===== src/rtl/game_controller_if.sv =====
// game_controller_if: game-event inputs and game-status outputs of the game controller
interface game_controller_if;
  logic        frame_i;
  logic        start_i;
  logic        enemy_hit_i;
  logic        player_hit_i;
  logic        enemies_dead_i;
  logic        enemy_landed_i;
  logic [2:0]  state_o;
  logic        play_en_o;
  logic        round_reset_o;
  logic [2:0]  lives_o;
  logic [2:0]  level_o;
  logic [15:0] score_o;
  logic        add_life_o;
  modport master (
    output frame_i, start_i, enemy_hit_i, player_hit_i, enemies_dead_i, enemy_landed_i,
    input  state_o, play_en_o, round_reset_o, lives_o, level_o, score_o, add_life_o
  );
  modport slave (
    input  frame_i, start_i, enemy_hit_i, player_hit_i, enemies_dead_i, enemy_landed_i,
    output state_o, play_en_o, round_reset_o, lives_o, level_o, score_o, add_life_o
  );
endinterface


===== src/rtl/game_controller.sv =====
// game_controller: game flow FSM tracking lives, level and score with frame-timed banners
module game_controller #(
  parameter int lives_init_p    = 3,
  parameter int max_lives_p     = 5,
  parameter int max_level_p     = 7,
  parameter int banner_frames_p = 120,
  parameter int points_p        = 10
) (
  input logic              clk_i,
  input logic              reset_n_async_unsafe_i,
  game_controller_if.slave bus
);
  typedef enum logic [2:0] {idle, banner, play, respawn, clear, game_over} state_t;
  localparam int tw = $clog2(banner_frames_p) + 1;
  localparam logic [tw-1:0] last = tw'(banner_frames_p - 1);
  state_t      state, state_n;
  logic [tw-1:0] timer;
  logic        start_q, press, done, armed;
  logic [2:0]  lives, lives_n, level, level_n;
  logic [15:0] score, score_n;
  logic [16:0] sum;
  logic        rr, rr_n, al, al_n;
  assign press = bus.start_i & ~start_q;
  assign done  = bus.frame_i && timer == last;
  assign sum   = {1'b0, score} + 17'(points_p);
  // State, button history, frame timer (cleared on every state entry, held at its last count) and exit arm
  always_ff @(posedge clk_i or negedge reset_n_async_unsafe_i)
    if (!reset_n_async_unsafe_i) begin
      state   <= idle;
      start_q <= 1'b1;
      timer   <= '0;
      armed   <= 1'b0;
    end else begin
      state   <= state_n;
      start_q <= bus.start_i;
      timer   <= state_n != state ? '0 : (bus.frame_i && timer != last ? timer + 1'b1 : timer);
      armed   <= state_n != state ? 1'b0 : armed | done;
    end
  // Next-state selection; PLAY events are prioritised landed > player hit > wave cleared
  always_comb begin
    state_n = state;
    case (state)
      idle:      state_n = press ? banner : idle;
      banner:    state_n = done ? play : banner;
      play:      state_n = bus.enemy_landed_i ? game_over :
                           bus.player_hit_i   ? (lives <= 3'd1 ? game_over : respawn) :
                           bus.enemies_dead_i ? clear : play;
      respawn:   state_n = done ? banner : respawn;
      clear:     state_n = done ? (level >= 3'(max_level_p) ? game_over : banner) : clear;
      game_over: state_n = armed && press ? idle : game_over;
      default:   state_n = idle;
    endcase
  end
  // Next values of the registered game counters and one-cycle pulses
  always_comb begin
    lives_n = lives;
    level_n = level;
    score_n = score;
    rr_n    = 1'b0;
    al_n    = 1'b0;
    case (state)
      idle: if (press) begin
        lives_n = 3'(lives_init_p);
        level_n = '0;
        score_n = '0;
        rr_n    = 1'b1;
      end
      play: begin
        score_n = bus.enemy_hit_i ? (sum[16] ? 16'hFFFF : sum[15:0]) : score;
        if (bus.enemy_landed_i) lives_n = '0;
        else if (bus.player_hit_i) lives_n = lives <= 3'd1 ? '0 : lives - 1'b1;
        else if (bus.enemies_dead_i && lives < 3'(max_lives_p)) begin
          lives_n = lives + 1'b1;
          al_n    = 1'b1;
        end
      end
      respawn: rr_n = done;
      clear: if (done && level < 3'(max_level_p)) begin
        level_n = level + 1'b1;
        rr_n    = 1'b1;
      end
      default: ;
    endcase
  end
  // Registered counters and pulses
  always_ff @(posedge clk_i or negedge reset_n_async_unsafe_i)
    if (!reset_n_async_unsafe_i) begin
      lives <= '0;
      level <= '0;
      score <= '0;
      rr    <= 1'b0;
      al    <= 1'b0;
    end else begin
      lives <= lives_n;
      level <= level_n;
      score <= score_n;
      rr    <= rr_n;
      al    <= al_n;
    end
  assign bus.state_o       = state;
  assign bus.play_en_o     = state == play;
  assign bus.round_reset_o = rr;
  assign bus.lives_o       = lives;
  assign bus.level_o       = level;
  assign bus.score_o       = score;
  assign bus.add_life_o    = al;
endmodule


===== src/flat_wrapper.sv =====
// flat-port wrapper written by rule: the top's interface ports become plain ports
module game_controller_flat 
#(
  parameter int lives_init_p    = 3,
  parameter int max_lives_p     = 5,
  parameter int max_level_p     = 7,
  parameter int banner_frames_p = 120,
  parameter int points_p        = 10
)
  (clk_i, reset_n_async_unsafe_i, bus_frame_i, bus_start_i, bus_enemy_hit_i, bus_player_hit_i, bus_enemies_dead_i, bus_enemy_landed_i, bus_state_o, bus_play_en_o, bus_round_reset_o, bus_lives_o, bus_level_o, bus_score_o, bus_add_life_o);
  game_controller_if bus_i ();
  input logic clk_i;
  input logic reset_n_async_unsafe_i;
  input wire logic [$bits(bus_i.frame_i)-1:0] bus_frame_i;
  input wire logic [$bits(bus_i.start_i)-1:0] bus_start_i;
  input wire logic [$bits(bus_i.enemy_hit_i)-1:0] bus_enemy_hit_i;
  input wire logic [$bits(bus_i.player_hit_i)-1:0] bus_player_hit_i;
  input wire logic [$bits(bus_i.enemies_dead_i)-1:0] bus_enemies_dead_i;
  input wire logic [$bits(bus_i.enemy_landed_i)-1:0] bus_enemy_landed_i;
  output wire logic [$bits(bus_i.state_o)-1:0] bus_state_o;
  output wire logic [$bits(bus_i.play_en_o)-1:0] bus_play_en_o;
  output wire logic [$bits(bus_i.round_reset_o)-1:0] bus_round_reset_o;
  output wire logic [$bits(bus_i.lives_o)-1:0] bus_lives_o;
  output wire logic [$bits(bus_i.level_o)-1:0] bus_level_o;
  output wire logic [$bits(bus_i.score_o)-1:0] bus_score_o;
  output wire logic [$bits(bus_i.add_life_o)-1:0] bus_add_life_o;
  assign bus_i.frame_i = bus_frame_i;
  assign bus_i.start_i = bus_start_i;
  assign bus_i.enemy_hit_i = bus_enemy_hit_i;
  assign bus_i.player_hit_i = bus_player_hit_i;
  assign bus_i.enemies_dead_i = bus_enemies_dead_i;
  assign bus_i.enemy_landed_i = bus_enemy_landed_i;
  assign bus_state_o = bus_i.state_o;
  assign bus_play_en_o = bus_i.play_en_o;
  assign bus_round_reset_o = bus_i.round_reset_o;
  assign bus_lives_o = bus_i.lives_o;
  assign bus_level_o = bus_i.level_o;
  assign bus_score_o = bus_i.score_o;
  assign bus_add_life_o = bus_i.add_life_o;
  game_controller #(.lives_init_p(lives_init_p), .max_lives_p(max_lives_p), .max_level_p(max_level_p), .banner_frames_p(banner_frames_p), .points_p(points_p)) u_core (.clk_i(clk_i), .reset_n_async_unsafe_i(reset_n_async_unsafe_i), .bus(bus_i));
endmodule

===== config.mk =====
export PLATFORM = sky130hd
export DESIGN_NAME = game_controller_flat
export DESIGN_NICKNAME = d
export VERILOG_FILES = /design/src/rtl/game_controller_if.sv /design/src/rtl/game_controller.sv /design/src/flat_wrapper.sv
export SDC_FILE = /design/constraint.sdc
export NUM_CORES = 1
export LEC_CHECK = 0
export ABC_AREA = 1
export CAP_MARGIN = 20
export CORE_MARGIN = 5
export CORE_UTILIZATION = 30
export CTS_BUF_LIST = sky130_fd_sc_hd__clkbuf_16
export DETAILED_ROUTE_END_ITERATION = 16
export PLACE_DENSITY_LB_ADDON = 0.12
export SLEW_MARGIN = 10
export SYNTH_ARGS = -nofsm -noshare
export SYNTH_HDL_FRONTEND = slang
export SYNTH_SLANG_ARGS = --single-unit

===== constraint.sdc =====
create_clock -name clk_i -period 2 [get_ports clk_i]
set_input_delay 0.4 -clock clk_i [delete_from_list [all_inputs] [get_ports clk_i]]
set_output_delay 0.4 -clock clk_i [all_outputs]
set_load 0.02 [all_outputs]

==> flow_summary.json <==
{
  "cp-start-kind": "register",
  "cts_buffers": 5,
  "synth-seq-cells": 37,
  "critPathArrivalTime_ns": 1.41,
  "path_cells": "inv_2 > nand3_2 > inv_4 > dlygate4sd2_1",
  "wire_per_inst_um": 11.61,
  "rows": 31,
  "grt_first_pass_wirelength_um": 8970,
  "firstDrtPassIters": 4,
  "drt_wl_total_um": 5155,
  "syn_nets": 311,
  "yosys.area_share.xor_xnor_pct": 4.375,
  "clock-sinks": 37,
  "critPathRequiredTime_ns": 1.60,
  "post-route-period-util_pct": 90.36,
  "clock-root-buffer": "clkbuf_16",
  "cap_violations": 0,
  "cts_tree": "done",
  "synth_compound_area_share_pct": 9.034,
  "finalSetupViolCount": 0,
  "fp.dieH_um": 95.68,
  "cellLeakagePower_nw": 1.366,
  "path_delay_family": "buffers and inverters",
  "ys_types": 31,
  "grt_overflow": 0,
  "final_area_sq_mm": 0.002892,
  "synth_area_per_cell_sq_um": 7.440,
  "cp_slowest_cell": "dfrtp_1",
  "viasPerCell": 4.432,
  "hp-class": "input pin to async pin",
  "htreeDepth": 2,
  "drcViolationCount": 0,
  "yosys_warnings": 0,
  "max_stage_delay_ns": 0.45,
  "placed_cell_area_sq_mm": 0.002746,
  "io_buffer_count": 35,
  "path_clk_slew_ns": 0.06,
  "finalMaxSlewViolations": 0,
  "setup_tns_ns": 0,
  "grt_max_degree": 21,
  "fin_skew_ns": 0.003438,
  "clk-insertion-delay-late_ns": 0.28,
  "drt-initial-drc-count": 68,
  "min_period_ns": 1.807,
  "drtAntennaViolNets": 0,
  "die_x_um": 95.68,
  "synthSimpleGateAreaFrac_pct": 32.95,
  "relSlewSlack_pct": 67.95,
  "syn_to_final_growth_pct": 31.31,
  "final_cell_mix": "nand2_1, dfrtp_1, inv_1",
  "ys_seq_area_share_pct": 42.10,
  "die_area_sq_mm": 0.009154,
  "max_clock_freq_mhz": 553.3,
  "drive_gt1_share_pct": 11.59,
  "synth_top_family_by_area": "simple AND/OR/NAND/NOR gates",
  "io-pin-count": 36,
  "r2r_cells": 10,
  "post_cts.repair.setup_buffers": 0,
  "synthCells": 296,
  "clockBufferDepth": 2,
  "tightest_slew_ns": 0.4807,
  "path_class": "register to output pin",
  "vias": 1968,
  "core_area_sq_mm": 0.007214,
  "place.gp.congestion": 0.8122,
  "final_common_cell": "nand2_1",
  "initial_core_util_pct": 30.52,
  "rsz0062_at_grt": "false",
  "status": "finished, final reports clean",
  "synth_mux_area_share_pct": 0.5114,
  "grt_usage_pct": 12.69,
  "diodes": 0,
  "cp.depth": 4,
  "synth_area_sq_mm": 0.002202,
  "synthAdderAreaFrac_pct": 3.977,
  "cp-end-kind": "output pin",
  "power_per_cell_area_mw_per_mm2": 1165,
  "postCtsResizedCells": 1,
  "grt_pass1_vias": 1929,
  "dp.final_hpwl_um": 3953,
  "critPathMaxFanout": 7,
  "antenna_found_initial": 0,
  "nets": 359,
  "cp_num_buf_inv": 3,
  "hold_viol_final": 0,
  "cts_hold_buffers": 0,
  "ir_worst_vdd_mv": 0.4835
}
-- area by class of cell --
| type | count | area (sq um) |
|---|---|---|
| Fill cell | 779 | 4323 |
| Multi-Input combinational cell | 219 | 1120 |
| Sequential cell | 37 | 927.1 |
| Timing Repair Buffer | 43 | 429.2 |
| Inverter | 38 | 145.1 |
| Clock buffer | 5 | 125.1 |
| Tap cell | 99 | 123.9 |
| Clock inverter | 3 | 21.27 |
-- report_power, final --
part	internal [mW]	switching [mW]
clock network	0.464	0.327
registers	0.962	0.209
logic	0.608	0.799
-- worst reg2reg max path, delay by kind of cell (launching register included) --
kind,cells,cell delay [ns]
and+or+nand+nor,7,0.78
DFF,1,0.39
adders and majority gates,1,0.21
buffers and inverters,1,0.13
AOI/OAI and AO/OA,1,0.07
-- Yosys cell counts, drive strengths merged --
master | number | area [sq um]
nor2 | 36 | 147.6
mux2 | 1 | 11.26
xnor2 | 2 | 17.52
dfstp | 1 | 26.28
buf | 2 | 10.01
nor3 | 6 | 30.03
o21a | 1 | 7.510
a31oi | 2 | 12.51
o21ai | 23 | 122.6
nand3 | 23 | 137.6
o31ai | 1 | 7.510
xor2 | 9 | 78.83
nand4 | 4 | 25.02
inv | 38 | 145.1
nor4 | 1 | 6.260
nor3b | 1 | 7.510
o22ai | 3 | 18.77
ha | 7 | 87.58
a21oi | 6 | 30.03
or2 | 5 | 31.28
dfrtp | 36 | 900.9
nand2 | 88 | 340.3
-- routing by layer --
layer	track usage [%]	share of wire [%]
met5	0	0
met4	4.739	1.4
met3	3.236	3.4
met2	19.40	45
met1	17.18	50
-- metrics by stage --
step           total power [mW]  util [%]  worst slack, ns  instances  hold slack (ns)
2_1_floorplan             2.074         -           0.4314        296           0.1044
3_3_place_gp              2.610     38.07          0.02323        436           0.3887
3_5_place_dp              2.612     38.07         0.008776        436           0.3970
4_1_cts                   3.423     40.08           0.1738        444          0.09303
5_1_grt                   3.658     40.08          0.05065        444           0.1110
6_report                  3.368     40.08           0.1927        444          0.07559
-- path summary, 6_finish.rpt --
check,slack (ns),start,end
worst min register to register,0.49,u_core.bus.score_o[0]$_DFFE_PN0P_,u_core.bus.score_o[0]$_DFFE_PN0P_
worst min-delay path,0.08,reset_n_async_unsafe_i,u_core.bus.level_o[0]$_DFFE_PN0P_
worst max register to register,0.31,u_core.timer[0]$_DFFE_PN0P_,u_core.bus.level_o[0]$_DFFE_PN0P_
worst max-delay path,0.19,u_core.bus.state_o[0]$_DFF_PN0_,bus_play_en_o
max in group asynchronous,1.45,reset_n_async_unsafe_i,u_core.bus.score_o[11]$_DFFE_PN0P_
min in group clk_i,0.49,u_core.bus.score_o[0]$_DFFE_PN0P_,u_core.bus.score_o[0]$_DFFE_PN0P_
-- cell families (layout without fill, tap and decap cells) --
kind of cell / after synthesis / in the layout
simple gates: 164 / 164
buf+inv: 40 / 89
flops: 37 / 37
compound gates: 36 / 36
xor+xnor: 11 / 11
fa+ha+maj: 7 / 7
mux: 1 / 1
-- registers in the layout, indices dropped and copies added, names as in the netlist --
name,flops
u_core.bus.round_reset_o,1
u_core.bus.add_life_o,1
u_core.timer,8
u_core.armed,1
u_core.bus.level_o,3
u_core.bus.state_o,3
u_core.start_q,1
u_core.bus.lives_o,3
u_core.bus.score_o,16
Power figures use the tool's default switching activity.
